[src/rtl/pl_reg_elastic.sv]
// Elastic pipeline stage register: two-entry skid buffer, registered in_ready.
// Optional saturating stall/flush counters with `define PL_REG_STATS_EN.
module pl_reg_elastic #(
   parameter int CTRL_W = 12,
   parameter int DATA_W = 160,
   parameter int STAT_W = 16
) (
   input  logic              clk,
   input  logic              rst,
   input  logic              flush,
   input  logic              in_valid,
   output logic              in_ready,
   input  logic [CTRL_W-1:0] in_ctrl,
   input  logic [DATA_W-1:0] in_data,
   output logic              out_valid,
   input  logic              out_ready,
   output logic [CTRL_W-1:0] out_ctrl,
   output logic [DATA_W-1:0] out_data
`ifdef PL_REG_STATS_EN
   ,
   output logic [STAT_W-1:0] stall_cnt,
   output logic [STAT_W-1:0] flush_cnt
`endif
);

   typedef enum logic [1:0] {
      EMPTY = 2'd0,
      ONE   = 2'd1,
      TWO   = 2'd2
   } state_t;

   state_t state, state_nx;

   logic [CTRL_W-1:0] main_ctrl, skid_ctrl;
   logic [DATA_W-1:0] main_data, skid_data;
   logic in_xfer, out_xfer;
   logic load_main_in, load_main_skid, load_skid;

   assign in_xfer   = in_valid & in_ready;
   assign out_xfer  = out_valid & out_ready;
   assign out_valid = (state != EMPTY);
   assign out_ctrl  = out_valid ? main_ctrl : '0;
   assign out_data  = main_data;

   always_ff @(posedge clk or posedge rst) begin
      if (rst) state <= EMPTY;
      else     state <= state_nx;
   end

   always_comb begin
      state_nx       = state;
      load_main_in   = 1'b0;
      load_main_skid = 1'b0;
      load_skid      = 1'b0;
      if (flush) begin
         state_nx = EMPTY;
      end else begin
         unique case (state)
            EMPTY: begin
               if (in_xfer) begin
                  state_nx     = ONE;
                  load_main_in = 1'b1;
               end
            end
            ONE: begin
               if (in_xfer && out_xfer) begin
                  load_main_in = 1'b1;
               end else if (in_xfer) begin
                  state_nx  = TWO;
                  load_skid = 1'b1;
               end else if (out_xfer) begin
                  state_nx = EMPTY;
               end
            end
            TWO: begin
               if (out_xfer) begin
                  state_nx       = ONE;
                  load_main_skid = 1'b1;
               end
            end
            default: state_nx = EMPTY;
         endcase
      end
   end

   // Registered ready: looks one edge ahead so backpressure stays flop-bounded.
   always_ff @(posedge clk or posedge rst) begin
      if (rst) in_ready <= 1'b0;
      else     in_ready <= (state_nx != TWO);
   end

   always_ff @(posedge clk or posedge rst) begin
      if (rst) begin
         main_ctrl <= '0;
         main_data <= '0;
         skid_ctrl <= '0;
         skid_data <= '0;
      end else if (flush) begin
         main_ctrl <= '0;
         main_data <= '0;
         skid_ctrl <= '0;
         skid_data <= '0;
      end else begin
         if (load_main_in) begin
            main_ctrl <= in_ctrl;
            main_data <= in_data;
         end else if (load_main_skid) begin
            main_ctrl <= skid_ctrl;
            main_data <= skid_data;
         end
         if (load_skid) begin
            skid_ctrl <= in_ctrl;
            skid_data <= in_data;
         end
      end
   end

`ifdef PL_REG_STATS_EN
   always_ff @(posedge clk or posedge rst) begin
      if (rst) begin
         stall_cnt <= '0;
         flush_cnt <= '0;
      end else begin
         if (out_valid && !out_ready && stall_cnt != '1)
            stall_cnt <= stall_cnt + STAT_W'(1);
         if (flush && state != EMPTY && flush_cnt != '1)
            flush_cnt <= flush_cnt + STAT_W'(1);
      end
   end
`else
   logic [31:0] unused_stat_w;
   assign unused_stat_w = 32'(STAT_W);
`endif

endmodule

[config.mk]
export PLATFORM = sky130hd
export DESIGN_NAME = pl_reg_elastic
export DESIGN_NICKNAME = d
export VERILOG_FILES = /design/src/rtl/pl_reg_elastic.sv
export SDC_FILE = /design/constraint.sdc
export NUM_CORES = 1
export LEC_CHECK = 0
export BUFFER_PORTS_ARGS = -buffer_cell sky130_fd_sc_hd__buf_4
export CORE_ASPECT_RATIO = 1.25
export CORE_MARGIN = 1
export CORE_UTILIZATION = 57
export DETAILED_ROUTE_END_ITERATION = 12
export PLACE_DENSITY = 0.95
export SLEW_MARGIN = 20
export SYNTH_ARGS = -nofsm -noshare
export SYNTH_HDL_FRONTEND = slang
export SYNTH_SLANG_ARGS = --single-unit
[constraint.sdc]
create_clock -name clk -period 20.1 [get_ports clk]
set_input_delay 2.01 -clock clk [delete_from_list [all_inputs] [get_ports clk]]
set_output_delay 2.01 -clock clk [all_outputs]
set_load 0.005 [all_outputs]
==> metrics.md <==
| Metric | Value |
|---|---|
| Post-route insts no fill | `2,007` |
| Routed wire per std cell | `21.6 µm` |
| Number of global-route vias before repair | `12,735` |
| EDFF count, synth | `0` |
| Slew Viols, Final | `0` |
| Clk sink count | `347` |
| Final ANT Viol Nets | `0` |
| Final nets | `1,818` |
| Post-synthesis sequential area ratio | `56.1%` |
| Crit-path max FO | `97` |
| Post-route cell area | `19,100 µm²` |
| Setup crit end kind | `flip-flop` |
| Slew margin rel. | `27.7%` |
| Net count after synthesis | `1,548` |
| Arrival time at the worst endpoint | `5.14 ns` |
| Hold Crit Class | `flip-flop to flip-flop` |
| Starting Density | `57.9%` |
| Die area | `27,800 µm²` |
| Die height | `186 µm` |
| R2R cell count | `6` |
| Via Count | `12,708` |
| CP Launch Type | `input pin` |
| I/O pin count | `351` |
| Die width | `149 µm` |
| Clock Skews | `0.0132 ns` |
| Most frequent cells in the layout | `buf_4, dfrtp_1, nand2_1, nor2_1, a22o_1` |
| Synth warn | `0` |
| Post-CTS Hold Buffers | `0` |
| Total Neg Setup Slack | `0 ns` |
| RSZ-0062 raised after global routing | `no` |
| Total wire length | `43.4 mm` |
| Synthesized cell area | `15,500 µm²` |
| Global Route Usage Sum | `30.3%` |
| Area of the multi-input gates | `6140 µm²` |
| Largest cells by area after synthesis | `dfrtp_1, a311oi_2, a22o_1` |
| Layout area overhead | `23.4%` |
| Area after DPL | `18,000 µm²` |
| Drt first-iter violations | `1,049` |
| Setup CP Type | `input pin to flip-flop` |
| Std cell rows | `67` |
| Filler instances | `1,716` |
| N_diodes | `0` |
| Worst-Skew Late Latency | `0.50 ns` |
| Hold Path End | `skid_data[130]` |
| CTS buffer count | `35` |
| Synth async-reset ratio | `100%` |
| Crit path time final | `4.76 ns` |
| Port-buffer cells | `350` |
| Worst Min Path Start | `skid_data[130]` |
| Number of remaining DRC errors | `0` |
| Power density cells | `84.8 nW/µm²` |
| First-pass GRT wire length | `67.0 mm` |
| H-tree Lvls | `2` |
| Seq. cell area | `8680 µm²` |
| CTS tree | `done` |
| Layout cell share with drive strength beyond 1 | `34.8%` |
| TritonRoute pass-1 iters | `5` |
| Largest area contributor in the netlist | `dfrtp_1` |
| Synthesis-stage register bit count | `347` |
| Gpl congestion | `0.813` |
| Resize count post-CTS | `0` |
| Most common cell after layout, fill and taps aside | `buf_4` |
| Synth Flop Type | `dfrtp_1` |
| Fin crit share | `23.7%` |
| Fmax | `210 MHz` |
| Count of final hold-check violations | `0` |
| Max clock buf depth | `3` |
| Leakage power | `8.74 nW` |
| Setup-failing EPs final | `0` |
| Largest net degree at the start of global routing | `131` |
| Initial antenna violation count | `0` |
| CTS root buffer | `clkbuf_16` |
| Max Cap Violations | `0` |
| Share of the synthesized area in the top cell type | `56.1%` |
| Congestion Overflow GR | `0` |
| FF-to-FF Start | `state[0]` |
| Hold depth | `1` |
| Reg2reg end | `out_data[113]` |
| Status | `completed` |
| Clock-pin slew on the worst setup and hold paths | `0.06 ns` |
| Worst Tran Pin Value | `1.09 ns` |
| Detailed Place HPWL | `26.0 mm` |
| Syn Area/Cell | `11.3 µm²` |
| Core area | `26,700 µm²` |
| Vias/cell | `6.33` |
| Post-layout util | `71.5%` |
| Cells after synthesis | `1,371` |
| Critical Path RT | `20.49 ns` |
| VDD IR max | `0.0766 mV` |
| Setup bufs post-CTS | `0` |
| Placed Instances | `1,949` |
| R2R Setup Slk | `16.63 ns` |
| Synth cell types | `21` |
[kinds of logic (layout without fill, tap and decap cells)]
kind of cell,count (synthesis),count (layout),synth area share [%]
compound gates,346,346,26.0
flops,347,347,56.1
buf+inv,137,428,4.38
xor+xnor,1,1,0.0566
simple gates,540,540,13.5
[per-stage QoR]
stage	power, mW	hold slack (ns)	setup WS, ns
after detailed placement	1.00	0.491	14.67
final	1.62	0.505	15.34
after CTS	1.63	0.509	15.15
after floorplan	0.898	0.473	8.47
after global routing	1.67	0.518	15.23
after global placement	0.995	0.487	14.80
[critical path, cell delays in order]
cell and delay (ns):
buf_4 0.13, nand2b_1 0.17, or3b_4 0.66, buf_6 0.73, buf_4 0.89, nor2_1 0.11
a311oi_2 0.34
[power by group]
| part | internal, mW | switching [mW] |
|---|---|---|
| clock | 0.360 | 0.264 |
| sequential | 0.738 | 0.0258 |
| combinational | 0.105 | 0.128 |
[area by class of cell]
class / count / area share (%)
Tap cell: 345 / 2.26
Timing Repair Buffer: 366 / 14.4
Clock buffer: 51 / 5.28
Multi-Input combinational cell: 887 / 32.1
Inverter: 4 / 0.118
Clock inverter: 7 / 0.340
Sequential cell: 347 / 45.4
[synth_stat cells, types with 4 or more instances]
master      n
nor2b_1    13
a311oi_2  160
buf_2      23
clkbuf_1   85
a22o_1    172
nor2_1    175
inv_1       4
dfrtp_1   347
a311oi_1   12
nand2_1   345
buf_1       7
buf_6      18
[per-layer routing]
layer	share of wire (%)	wire [µm]	up-vias	track usage [%]
met5	0	0	-	0
met4	5.2	2280	0	15.6
met3	8.6	3740	142	6.07
met2	48	21000	698	48.0
met1	38	16400	6426	39.5
li1	-	-	5442	-
[worst max path at each step]
stage / endpoint / depth (start not counted) / slack [ns] / startpoint
after floorplan: in_ready / 1 / 8.47 / rst
after global placement: out_data[112] / 7 / 14.80 / out_ready
after detailed placement: out_data[115] / 7 / 14.67 / out_ready
after CTS: out_data[113] / 7 / 15.15 / out_ready
after global routing: out_data[113] / 7 / 15.23 / out_ready
final: out_data[113] / 7 / 15.34 / out_ready
[flip-flops by register name (all words and copies together) (netlist names)]
| signal | flops |
|---|---|
| out_data | 160 |
| skid_data | 160 |
| main_ctrl | 12 |
| skid_ctrl | 12 |
| state | 2 |
| in_ready | 1 |
(Power assumes the default switching activity.)
